<file path="src/rtl/wsi_pattern_gen_worker_if.sv">
// ----------------------------------------------------------------------------
// Bus interfaces for wsi_pattern_gen_worker.
//
// wci_if : WCI control/configuration bus.
//   master modport = host side (drives M* request fields, receives S* fields)
//   slave  modport = worker side
//   MCmd[2:0]       request command (001 write, 010 read, else idle)
//   MAddrSpace      0 = control-op space, 1 = config property space
//   MByteEn[3:0]    write byte enables
//   MAddr[31:0]     byte address
//   MData[31:0]     write data
//   MFlag[1:0]      host flags (not used by this worker)
//   SResp[1:0]      01 = DVA, 00 = no response
//   SData[31:0]     read data, valid with DVA
//   SThreadBusy     high while the worker is held in reset
//   SFlag[1:0]      worker flags (always 0)
//
// wsi_if : WSI streaming bus, parameterised by the data width W.
//   master modport = message producer, slave modport = message consumer
//   MCmd[2:0]       001 = WR, 000 = idle
//   MReqLast        last word of the message
//   MBurstPrecise   burst length is exact
//   MBurstLength    words in the current message
//   MData[W-1:0]    payload
//   MByteEn[W/8-1:0] payload byte enables
//   MReqInfo[7:0]   opcode
//   MReset_n        producer reset, active low
//   SThreadBusy     consumer cannot accept a word
//   SReset_n        consumer reset, active low
// ----------------------------------------------------------------------------
interface wci_if;
    logic [2:0]  MCmd;
    logic        MAddrSpace;
    logic [3:0]  MByteEn;
    logic [31:0] MAddr;
    logic [31:0] MData;
    logic [1:0]  MFlag;
    logic [1:0]  SResp;
    logic [31:0] SData;
    logic        SThreadBusy;
    logic [1:0]  SFlag;

    modport master (
        output MCmd, MAddrSpace, MByteEn, MAddr, MData, MFlag,
        input  SResp, SData, SThreadBusy, SFlag
    );
    modport slave (
        input  MCmd, MAddrSpace, MByteEn, MAddr, MData, MFlag,
        output SResp, SData, SThreadBusy, SFlag
    );
endinterface

interface wsi_if #(
    parameter int W = 32
);
    logic [2:0]     MCmd;
    logic           MReqLast;
    logic           MBurstPrecise;
    logic [11:0]    MBurstLength;
    logic [W-1:0]   MData;
    logic [W/8-1:0] MByteEn;
    logic [7:0]     MReqInfo;
    logic           MReset_n;
    logic           SThreadBusy;
    logic           SReset_n;

    modport master (
        output MCmd, MReqLast, MBurstPrecise, MBurstLength, MData, MByteEn,
               MReqInfo, MReset_n,
        input  SThreadBusy, SReset_n
    );
    modport slave (
        input  MCmd, MReqLast, MBurstPrecise, MBurstLength, MData, MByteEn,
               MReqInfo, MReset_n,
        output SThreadBusy, SReset_n
    );
endinterface

</file>
<file path="src/rtl/wsi_pattern_gen_worker.sv">
// ----------------------------------------------------------------------------
// wsi_pattern_gen_worker
//
// Stimulus worker: software programs message length, message count, seed and
// opcode over WCI, starts it with a control op, and it then emits precise
// bursts of an incrementing 32-bit-lane pattern on its WSI master port while
// honouring SThreadBusy backpressure. Words and messages sent are counted.
//
// Ports:
//   wciS0_Clk       sole clock
//   wciS0_MReset_n  synchronous active-low reset
//   wciS0           WCI slave (control ops in space 0, properties in space 1)
//   wsiM0           WSI master (pattern output)
//
// Property map (space 1, byte address):
//   0x00 ctrl (bit0 = run)   0x04 msgLen[11:0]   0x08 msgCount (0 = infinite)
//   0x0C seed                0x10 opcode[7:0]
//   0x14 wordsSent (RO)      0x18 msgsSent (RO)  others read 0
// Control ops (space 0, MAddr[4:2]): 0 initialize, 1 start, 2 stop.
// ----------------------------------------------------------------------------
module wsi_pattern_gen_worker #(
    parameter int          WSI_M0_DATAPATH_WIDTH = 32,
    parameter logic [31:0] WORKER_CTRL_INIT      = 32'd0,
    parameter bit          HAS_DEBUG_LOGIC       = 1'b1
) (
    input  logic  wciS0_Clk,
    input  logic  wciS0_MReset_n,
    wci_if.slave  wciS0,
    wsi_if.master wsiM0
);
    localparam int W      = WSI_M0_DATAPATH_WIDTH;
    localparam int NLANES = W / 32;
    localparam int NBYTES = W / 8;

    generate
        if (W != 32 && W != 64 && W != 128 && W != 256) begin : g_bad_width
            $fatal(1, "wsi_pattern_gen_worker: unsupported WSI_M0_DATAPATH_WIDTH");
        end
    endgenerate

    localparam logic [2:0] CMD_WR   = 3'b001;
    localparam logic [2:0] CMD_RD   = 3'b010;
    localparam logic [1:0] RESP_DVA = 2'b01;

    typedef enum logic [1:0] {
        ST_IDLE = 2'd0,
        ST_RUN  = 2'd1,
        ST_DONE = 2'd2
    } state_t;

    // ------------------------------------------------------------------
    // Registers
    // ------------------------------------------------------------------
    state_t      r_state;
    logic [31:0] r_ctrl;
    logic [11:0] r_msg_len;
    logic [31:0] r_msg_count;
    logic [31:0] r_seed;
    logic [7:0]  r_opcode;
    logic [31:0] r_words_sent;
    logic [31:0] r_msgs_sent;

    // Per-message state, latched when a message begins
    logic [11:0] r_word_idx;
    logic [11:0] r_cur_len;
    logic [7:0]  r_cur_op;
    logic [31:0] r_ctr;

    // WCI response registers
    logic [1:0]  r_sresp;
    logic [31:0] r_sdata;
    logic        r_sthreadbusy;

    // WSI output registers
    logic [2:0]        r_mcmd;
    logic              r_mreqlast;
    logic [11:0]       r_mburstlen;
    logic [W-1:0]      r_mdata;
    logic [NBYTES-1:0] r_mbyteen;
    logic [7:0]        r_mreqinfo;
    logic              r_mreset_n;

    // ------------------------------------------------------------------
    // WCI request decode
    // ------------------------------------------------------------------
    logic        w_req_wr;
    logic        w_req_rd;
    logic        w_req;
    logic        w_ctl;
    logic        w_op_init;
    logic        w_op_start;
    logic        w_op_stop;
    logic        w_cfg_hit;
    logic        w_cfg_wr;
    logic [2:0]  w_sel;
    logic [31:0] w_rdata;
    logic [31:0] w_merged;
    logic [31:0] w_ctrl_next;

    assign w_req_wr   = (wciS0.MCmd == CMD_WR);
    assign w_req_rd   = (wciS0.MCmd == CMD_RD);
    assign w_req      = w_req_wr || w_req_rd;
    assign w_sel      = wciS0.MAddr[4:2];

    // Control ops are accepted on either command type in space 0.
    assign w_ctl      = w_req && !wciS0.MAddrSpace;
    assign w_op_init  = w_ctl && (w_sel == 3'd0);
    assign w_op_start = w_ctl && (w_sel == 3'd1);
    assign w_op_stop  = w_ctl && (w_sel == 3'd2);

    // Properties live in the first 32 bytes; anything above is unmapped.
    assign w_cfg_hit  = wciS0.MAddrSpace && (wciS0.MAddr[31:5] == 27'd0);
    assign w_cfg_wr   = w_req_wr && w_cfg_hit;

    // Current value of the addressed property; also the base for masked writes.
    always_comb begin
        w_rdata = 32'd0;
        if (w_cfg_hit) begin
            case (w_sel)
                3'd0:    w_rdata = r_ctrl;
                3'd1:    w_rdata = {20'd0, r_msg_len};
                3'd2:    w_rdata = r_msg_count;
                3'd3:    w_rdata = r_seed;
                3'd4:    w_rdata = {24'd0, r_opcode};
                3'd5:    w_rdata = HAS_DEBUG_LOGIC ? r_words_sent : 32'd0;
                3'd6:    w_rdata = HAS_DEBUG_LOGIC ? r_msgs_sent : 32'd0;
                default: w_rdata = 32'd0;
            endcase
        end
    end

    function automatic logic [31:0] f_merge(input logic [31:0] old_v,
                                            input logic [31:0] new_v,
                                            input logic [3:0]  be);
        logic [31:0] res;
        for (int b = 0; b < 4; b++) begin
            res[b*8 +: 8] = be[b] ? new_v[b*8 +: 8] : old_v[b*8 +: 8];
        end
        return res;
    endfunction

    assign w_merged = f_merge(w_rdata, wciS0.MData, wciS0.MByteEn);

    // Next ctrl value: property write, then start/stop ops (only one request
    // per cycle, so these never collide).
    always_comb begin
        w_ctrl_next = r_ctrl;
        if (w_cfg_wr && (w_sel == 3'd0)) begin
            w_ctrl_next = w_merged;
        end
        if (w_op_start) begin
            w_ctrl_next[0] = 1'b1;
        end
        if (w_op_stop) begin
            w_ctrl_next[0] = 1'b0;
        end
    end

    // ------------------------------------------------------------------
    // Issue datapath
    // ------------------------------------------------------------------
    logic [W-1:0] w_lane_data;
    logic         w_can_issue;
    logic         w_zlm;
    logic         w_last;
    logic [31:0]  w_words_base;
    logic [31:0]  w_msgs_base;
    logic [31:0]  w_msgs_inc;

    genvar gi;
    generate
        for (gi = 0; gi < NLANES; gi++) begin : g_lane
            assign w_lane_data[gi*32 +: 32] = r_ctr + 32'(gi);
        end
    endgenerate

    // The word is decided at the same edge that captures busy_q, and is
    // registered onto the bus, so a word is on the bus in a cycle only when
    // busy_q (and the sampled downstream reset) allowed it for that cycle.
    assign w_can_issue  = !wsiM0.SThreadBusy && wsiM0.SReset_n;

    assign w_zlm        = (r_cur_len == 12'd0);
    assign w_last       = w_zlm || (r_word_idx == (r_cur_len - 12'd1));

    // Initialize clears the counters; an issue in the same cycle counts on top.
    assign w_words_base = w_op_init ? 32'd0 : r_words_sent;
    assign w_msgs_base  = w_op_init ? 32'd0 : r_msgs_sent;
    assign w_msgs_inc   = w_msgs_base + 32'd1;

    // ------------------------------------------------------------------
    // Configuration, WCI response and FSM
    // ------------------------------------------------------------------
    always_ff @(posedge wciS0_Clk) begin
        if (!wciS0_MReset_n) begin
            r_state       <= ST_IDLE;
            r_ctrl        <= WORKER_CTRL_INIT;
            r_msg_len     <= 12'd0;
            r_msg_count   <= 32'd0;
            r_seed        <= 32'd0;
            r_opcode      <= 8'd0;
            r_words_sent  <= 32'd0;
            r_msgs_sent   <= 32'd0;
            r_word_idx    <= 12'd0;
            r_cur_len     <= 12'd0;
            r_cur_op      <= 8'd0;
            r_ctr         <= 32'd0;
            r_sresp       <= 2'b00;
            r_sdata       <= 32'd0;
            r_sthreadbusy <= 1'b1;
            r_mcmd        <= 3'b000;
            r_mreqlast    <= 1'b0;
            r_mburstlen   <= 12'd0;
            r_mdata       <= '0;
            r_mbyteen     <= '0;
            r_mreqinfo    <= 8'd0;
            r_mreset_n    <= 1'b0;
        end else begin
            r_mreset_n    <= 1'b1;
            r_sthreadbusy <= 1'b0;

            // One-cycle DVA for every accepted request; data only on property reads.
            r_sresp <= w_req ? RESP_DVA : 2'b00;
            r_sdata <= (w_req_rd && w_cfg_hit) ? w_rdata : 32'd0;

            r_ctrl <= w_ctrl_next;
            if (w_cfg_wr) begin
                case (w_sel)
                    3'd1:    r_msg_len   <= w_merged[11:0];
                    3'd2:    r_msg_count <= w_merged;
                    3'd3:    r_seed      <= w_merged;
                    3'd4:    r_opcode    <= w_merged[7:0];
                    default: ;
                endcase
            end

            r_words_sent <= w_words_base;
            r_msgs_sent  <= w_msgs_base;
            r_mcmd       <= 3'b000;
            r_mreqlast   <= 1'b0;

            case (r_state)
                ST_IDLE: begin
                    if (r_ctrl[0] && ((r_msg_count == 32'd0) || (r_msgs_sent < r_msg_count))) begin
                        r_state    <= ST_RUN;
                        r_word_idx <= 12'd0;
                        r_ctr      <= r_seed;
                        r_cur_len  <= r_msg_len;
                        r_cur_op   <= r_opcode;
                    end
                end

                ST_RUN: begin
                    if (w_can_issue) begin
                        r_mcmd       <= CMD_WR;
                        r_mdata      <= w_lane_data;
                        r_mbyteen    <= w_zlm ? '0 : {NBYTES{1'b1}};
                        r_mburstlen  <= w_zlm ? 12'd1 : r_cur_len;
                        r_mreqlast   <= w_last;
                        r_mreqinfo   <= r_cur_op;
                        r_words_sent <= w_words_base + 32'd1;
                        // A zero-length message carries no payload, so the
                        // pattern does not advance for it.
                        if (!w_zlm) begin
                            r_ctr <= r_ctr + 32'(NLANES);
                        end
                        if (w_last) begin
                            r_msgs_sent <= w_msgs_inc;
                            // Back-to-back messages continue the pattern but
                            // pick up fresh length/opcode.
                            r_word_idx  <= 12'd0;
                            r_cur_len   <= r_msg_len;
                            r_cur_op    <= r_opcode;
                            if ((r_msg_count != 32'd0) && (w_msgs_inc >= r_msg_count)) begin
                                r_state <= ST_DONE;
                            end else if (!w_ctrl_next[0]) begin
                                // Stop takes effect only at a message boundary,
                                // including a stop arriving with the last word.
                                r_state <= ST_IDLE;
                            end
                        end else begin
                            r_word_idx <= r_word_idx + 12'd1;
                        end
                    end
                end

                ST_DONE: begin
                    if (w_op_init) begin
                        r_state <= ST_IDLE;
                    end
                end

                default: r_state <= ST_IDLE;
            endcase
        end
    end

    // ------------------------------------------------------------------
    // Outputs
    // ------------------------------------------------------------------
    assign wciS0.SResp         = r_sresp;
    assign wciS0.SData         = r_sdata;
    assign wciS0.SThreadBusy   = r_sthreadbusy;
    assign wciS0.SFlag         = 2'b00;

    assign wsiM0.MCmd          = r_mcmd;
    assign wsiM0.MReqLast      = r_mreqlast;
    assign wsiM0.MBurstPrecise = 1'b1;
    assign wsiM0.MBurstLength  = r_mburstlen;
    assign wsiM0.MData         = r_mdata;
    assign wsiM0.MByteEn       = r_mbyteen;
    assign wsiM0.MReqInfo      = r_mreqinfo;
    assign wsiM0.MReset_n      = r_mreset_n;

    // Request fields this worker deliberately ignores.
    logic w_unused;
    assign w_unused = ^{wciS0.MFlag, wciS0.MAddr[1:0]};

endmodule

</file>
<file path="src/flat_wrapper.sv">
// flat-port wrapper written by rule: the top's interface ports become plain ports
module wsi_pattern_gen_worker_flat 
#(
    parameter int          WSI_M0_DATAPATH_WIDTH = 32,
    parameter logic [31:0] WORKER_CTRL_INIT      = 32'd0,
    parameter bit          HAS_DEBUG_LOGIC       = 1'b1
)
  (wciS0_Clk, wciS0_MReset_n, wciS0_MCmd, wciS0_MAddrSpace, wciS0_MByteEn, wciS0_MAddr, wciS0_MData, wciS0_MFlag, wciS0_SResp, wciS0_SData, wciS0_SThreadBusy, wciS0_SFlag, wsiM0_MCmd, wsiM0_MReqLast, wsiM0_MBurstPrecise, wsiM0_MBurstLength, wsiM0_MData, wsiM0_MByteEn, wsiM0_MReqInfo, wsiM0_MReset_n, wsiM0_SThreadBusy, wsiM0_SReset_n);
  wci_if wciS0_i ();
  wsi_if #(.W(32)) wsiM0_i ();
  input  logic wciS0_Clk;
  input  logic wciS0_MReset_n;
  input wire logic [$bits(wciS0_i.MCmd)-1:0] wciS0_MCmd;
  input wire logic [$bits(wciS0_i.MAddrSpace)-1:0] wciS0_MAddrSpace;
  input wire logic [$bits(wciS0_i.MByteEn)-1:0] wciS0_MByteEn;
  input wire logic [$bits(wciS0_i.MAddr)-1:0] wciS0_MAddr;
  input wire logic [$bits(wciS0_i.MData)-1:0] wciS0_MData;
  input wire logic [$bits(wciS0_i.MFlag)-1:0] wciS0_MFlag;
  output wire logic [$bits(wciS0_i.SResp)-1:0] wciS0_SResp;
  output wire logic [$bits(wciS0_i.SData)-1:0] wciS0_SData;
  output wire logic [$bits(wciS0_i.SThreadBusy)-1:0] wciS0_SThreadBusy;
  output wire logic [$bits(wciS0_i.SFlag)-1:0] wciS0_SFlag;
  output wire logic [$bits(wsiM0_i.MCmd)-1:0] wsiM0_MCmd;
  output wire logic [$bits(wsiM0_i.MReqLast)-1:0] wsiM0_MReqLast;
  output wire logic [$bits(wsiM0_i.MBurstPrecise)-1:0] wsiM0_MBurstPrecise;
  output wire logic [$bits(wsiM0_i.MBurstLength)-1:0] wsiM0_MBurstLength;
  output wire logic [$bits(wsiM0_i.MData)-1:0] wsiM0_MData;
  output wire logic [$bits(wsiM0_i.MByteEn)-1:0] wsiM0_MByteEn;
  output wire logic [$bits(wsiM0_i.MReqInfo)-1:0] wsiM0_MReqInfo;
  output wire logic [$bits(wsiM0_i.MReset_n)-1:0] wsiM0_MReset_n;
  input wire logic [$bits(wsiM0_i.SThreadBusy)-1:0] wsiM0_SThreadBusy;
  input wire logic [$bits(wsiM0_i.SReset_n)-1:0] wsiM0_SReset_n;
  assign wciS0_i.MCmd = wciS0_MCmd;
  assign wciS0_i.MAddrSpace = wciS0_MAddrSpace;
  assign wciS0_i.MByteEn = wciS0_MByteEn;
  assign wciS0_i.MAddr = wciS0_MAddr;
  assign wciS0_i.MData = wciS0_MData;
  assign wciS0_i.MFlag = wciS0_MFlag;
  assign wciS0_SResp = wciS0_i.SResp;
  assign wciS0_SData = wciS0_i.SData;
  assign wciS0_SThreadBusy = wciS0_i.SThreadBusy;
  assign wciS0_SFlag = wciS0_i.SFlag;
  assign wsiM0_MCmd = wsiM0_i.MCmd;
  assign wsiM0_MReqLast = wsiM0_i.MReqLast;
  assign wsiM0_MBurstPrecise = wsiM0_i.MBurstPrecise;
  assign wsiM0_MBurstLength = wsiM0_i.MBurstLength;
  assign wsiM0_MData = wsiM0_i.MData;
  assign wsiM0_MByteEn = wsiM0_i.MByteEn;
  assign wsiM0_MReqInfo = wsiM0_i.MReqInfo;
  assign wsiM0_MReset_n = wsiM0_i.MReset_n;
  assign wsiM0_i.SThreadBusy = wsiM0_SThreadBusy;
  assign wsiM0_i.SReset_n = wsiM0_SReset_n;
  wsi_pattern_gen_worker #(.WSI_M0_DATAPATH_WIDTH(WSI_M0_DATAPATH_WIDTH), .WORKER_CTRL_INIT(WORKER_CTRL_INIT), .HAS_DEBUG_LOGIC(HAS_DEBUG_LOGIC)) u_core (.wciS0_Clk(wciS0_Clk), .wciS0_MReset_n(wciS0_MReset_n), .wciS0(wciS0_i), .wsiM0(wsiM0_i));
endmodule
</file>
<file path="config.mk">
export PLATFORM = sky130hd
export DESIGN_NAME = wsi_pattern_gen_worker_flat
export DESIGN_NICKNAME = d
export VERILOG_FILES = /design/src/rtl/wsi_pattern_gen_worker_if.sv /design/src/rtl/wsi_pattern_gen_worker.sv /design/src/flat_wrapper.sv
export SDC_FILE = /design/constraint.sdc
export NUM_CORES = 1
export LEC_CHECK = 0
export CORE_MARGIN = 2
export CORE_UTILIZATION = 42
export CTS_BUF_LIST = sky130_fd_sc_hd__clkbuf_4 sky130_fd_sc_hd__clkbuf_8 sky130_fd_sc_hd__clkbuf_16
export DETAILED_ROUTE_END_ITERATION = 8
export PLACE_DENSITY = 0.74
export SLEW_MARGIN = 20
export SYNTH_ARGS = -nofsm -noshare
export SYNTH_HDL_FRONTEND = slang
export SYNTH_SLANG_ARGS = --single-unit
export TNS_END_PERCENT = 1
</file>
<file path="constraint.sdc">
create_clock -name wciS0_Clk -period 12.7 [get_ports wciS0_Clk]
set_input_delay 1.27 -clock wciS0_Clk [delete_from_list [all_inputs] [get_ports wciS0_Clk]]
set_output_delay 1.27 -clock wciS0_Clk [all_outputs]
set_load 0.1 [all_outputs]
</file>
==> flow_metrics.py <==
metrics = {
    "synthesis": {
        "synthCells": 2168,
        "ys_ff_latch": 336,
        "synth_edf_count": 0,
        "yosys.cell_types.count": 76,
        "async_reset_ff_frac": 0,
        "yosysSeqAreaShare": 0.3834,
        "avgSynthCellArea_um2": 8.093,
        "netlist_area_um2": 17550,
        "synth_ff_type": "dfxtp_1",
        "yosysWarningCount": 0,
    },
    "cells_and_area": {
        "final_cell_mix": "dfxtp_1, nand2_1, nor2_1",
        "syn_to_final_growth_pct": 18.34,
        "final_area_um2": 20760,
        "fillers": 3800,
        "drive_gt1_frac": 0.06443,
        "nets": 2386,
        "layout_commonest_cell": "dfxtp_1",
        "final_util": 0.5062,
        "insertedDiodeCount": 0,
    },
    "cts": {
        "cts_made_buffers": 37,
        "htreeDepth": 2,
        "clk_latency_ns": 0.55,
        "cts_tree": "built",
        "cts_resized": 0,
        "cts_setup_buffers": 0,
        "clkTransAtPathRegs_ns": 0.06,
        "cts-root-buf": "clkbuf_16",
        "cts_sinks": 336,
        "hold_buffers": 0,
        "cts_max_path_buffers": 3,
    },
    "die": {
        "design.core.area_um2": 41020,
        "die_h_um": 208.4,
        "dieArea_um2": 43430,
        "die_w_um": 208.4,
        "rows": 74,
        "io_pins": 177,
        "start_util": 0.4278,
    },
    "detailed_routing": {
        "vias_per_cell": 5.889,
        "drc": 0,
        "drt-pass1-iter-count": 6,
        "dr_total_vias": 16480,
        "avgRoutedWirePerCell_um": 19.35,
        "wl_mm": 54.14,
        "antenna_left": 0,
        "drt_iter0_drc": 1794,
    },
    "worst_setup_path": {
        "cp-start-kind": "input pin",
        "ff2ff_path_depth": 16,
        "crit_fanout": 69,
        "crit_type": "input pin to register",
        "worstPathArrival_ns": 6.44,
        "end_kind": "register",
        "cp.required_ns": 13.15,
    },
    "sta": {
        "final.setup_skew_ns": 0.02564,
        "fmax_mhz": 166.9,
        "maxSlewHeadroom": 0.2365,
        "setup_viol": 0,
        "holdWs_ns": 0.4497,
        "period_share": 0.4719,
        "setup_tns_ns": 0,
        "fin_crit_ns": 5.993,
        "maxSlewViolCount": 0,
        "max_slew.worst_pin.slew_ns": 1.145,
        "rsz0062_at_grt": "false",
        "hold_viol": 0,
    },
    "global_routing": {
        "first_global_vias": 15720,
        "grt-ovfl-total": 0,
        "track_usage": 0.2421,
        "antenna_found_initial": 0,
        "grt_max_degree": 108,
        "grt_pass1_wl_mm": 85.29,
    },
    "pwr": {
        "total_leakage_power_nw": 7.503,
        "ir_worst_vdd_mv": 0.07101,
        "power_density_nw_per_um2": 112.5,
    },
    "placement": {
        "io_buffers": 166,
        "hpwl_mm": 37.53,
        "placed_area_um2": 19450,
        "place_congestion": 0.9012,
    },
    "job": {
        "drv_cap": 0,
    },
    "hold_path": {
        "holdPathStages": 2,
        "hold_class": "register to register",
    },
    "run_status": {
        "status": "finished clean",
    },
}
[Yosys cell counts (19+ instances only)]
cell        n  area [um2]
dfxtp_1   336        6726
nand2_1   289        1085
nor2_1    269        1010
a21oi_1   161       805.8
a211oi_1  122       915.9
clkbuf_1  116       435.4
mux2i_1    91       910.9
o21ai_0    85       425.4
ha_1       68       850.8
inv_1      53       198.9
nand3_1    50       250.2
xor2_1     46       402.9
and3_1     35       219.0
xnor2_1    33       289.0
and2_1     30       187.7
nor3_1     30       150.1
a221oi_1   27       236.5
buf_1      27       101.4
nand4_1    26       162.7
nor4_1     23       143.9
o211ai_1   20       150.1
or3_1      19       118.9
[critical path: stages]
cell	delay, ns
buf_2	0.08
buf_4	0.59
or3_1	0.31
nor4_2	0.05
buf_4	0.29
nor2b_1	0.31
ha_1	0.27
and3_1	0.30
nand4_1	0.14
nor4b_2	0.56
and4_1	0.41
and3_1	0.25
nand3_1	0.14
xor2_1	0.15
nor2_1	0.05
ha_1	0.31
nand4_1	0.09
o21ai_0	0.31
nand2b_1	0.12
and3b_1	0.20
o21ba_2	0.20
[state kept, by name (all words and copies together) (netlist names), 32 cells and up]
register	count
u_core.wsiM0.MData	32
u_core.r_seed	32
u_core.r_ctr	32
u_core.r_ctrl	32
u_core.r_msg_count	32
u_core.wciS0.SData	32
u_core.r_msgs_sent	32
u_core.r_words_sent	32
[logic make-up after synthesis]
group	share of synthesized area
compound gates	0.1915
xor+xnor	0.03944
fa+ha+maj	0.04849
buf+inv	0.04892
flops	0.3834
mux	0.06154
other cells	0.0004280
simple gates	0.2263
[through the flow]
stage                     std cells  worst slack (ns)  power, mW
after floorplan                2172             7.410      1.150
after global placement         2733             6.295      1.197
after global routing           2798             6.352      2.395
after detailed placement       2733             6.218      1.198
final                          2798             6.708      2.337
after CTS                      2798             6.760      2.345
[per-layer routing]
metal | track usage | vias up | wire length [um]
li1 | - | 7846 | -
met1 | 0.3183 | 7827 | 23440
met2 | 0.4004 | 691 | 25050
met3 | 0.03894 | 113 | 3835
met4 | 0.08881 | 0 | 1814
met5 | 0 | - | 0
[final cells by class]
class	count	area (um2)	area share
repair buffers	191	1829	0.08810
flip-flops and latches	336	6726	0.3240
clock buffers	51	1104	0.05315
multi-input cells	1621	10030	0.4832
inverters	53	203.9	0.009822
well taps	532	665.6	0.03206
clock inverters	14	202.7	0.009762
[final timing paths]
| check | start | to | slack (ns) |
|---|---|---|---|
| worst max-delay path | wciS0_MAddr[3] | u_core.r_state[0] | 6.71 |
| worst min-delay path | u_core.r_cur_op[0] | u_core.wsiM0.MReqInfo[0] | 0.45 |
| worst max register to register | u_core.r_msgs_sent[0] | u_core.r_state[0] | 8.30 |
| worst min register to register | u_core.r_cur_op[0] | u_core.wsiM0.MReqInfo[0] | 0.45 |
[power breakdown]
group          switching (mW)  internal [mW]
clock network           0.450          0.710
registers             0.00126           1.05
logic                  0.0824         0.0382
total                   0.533           1.80
Note: power is estimated with default switching activity, not from simulation.
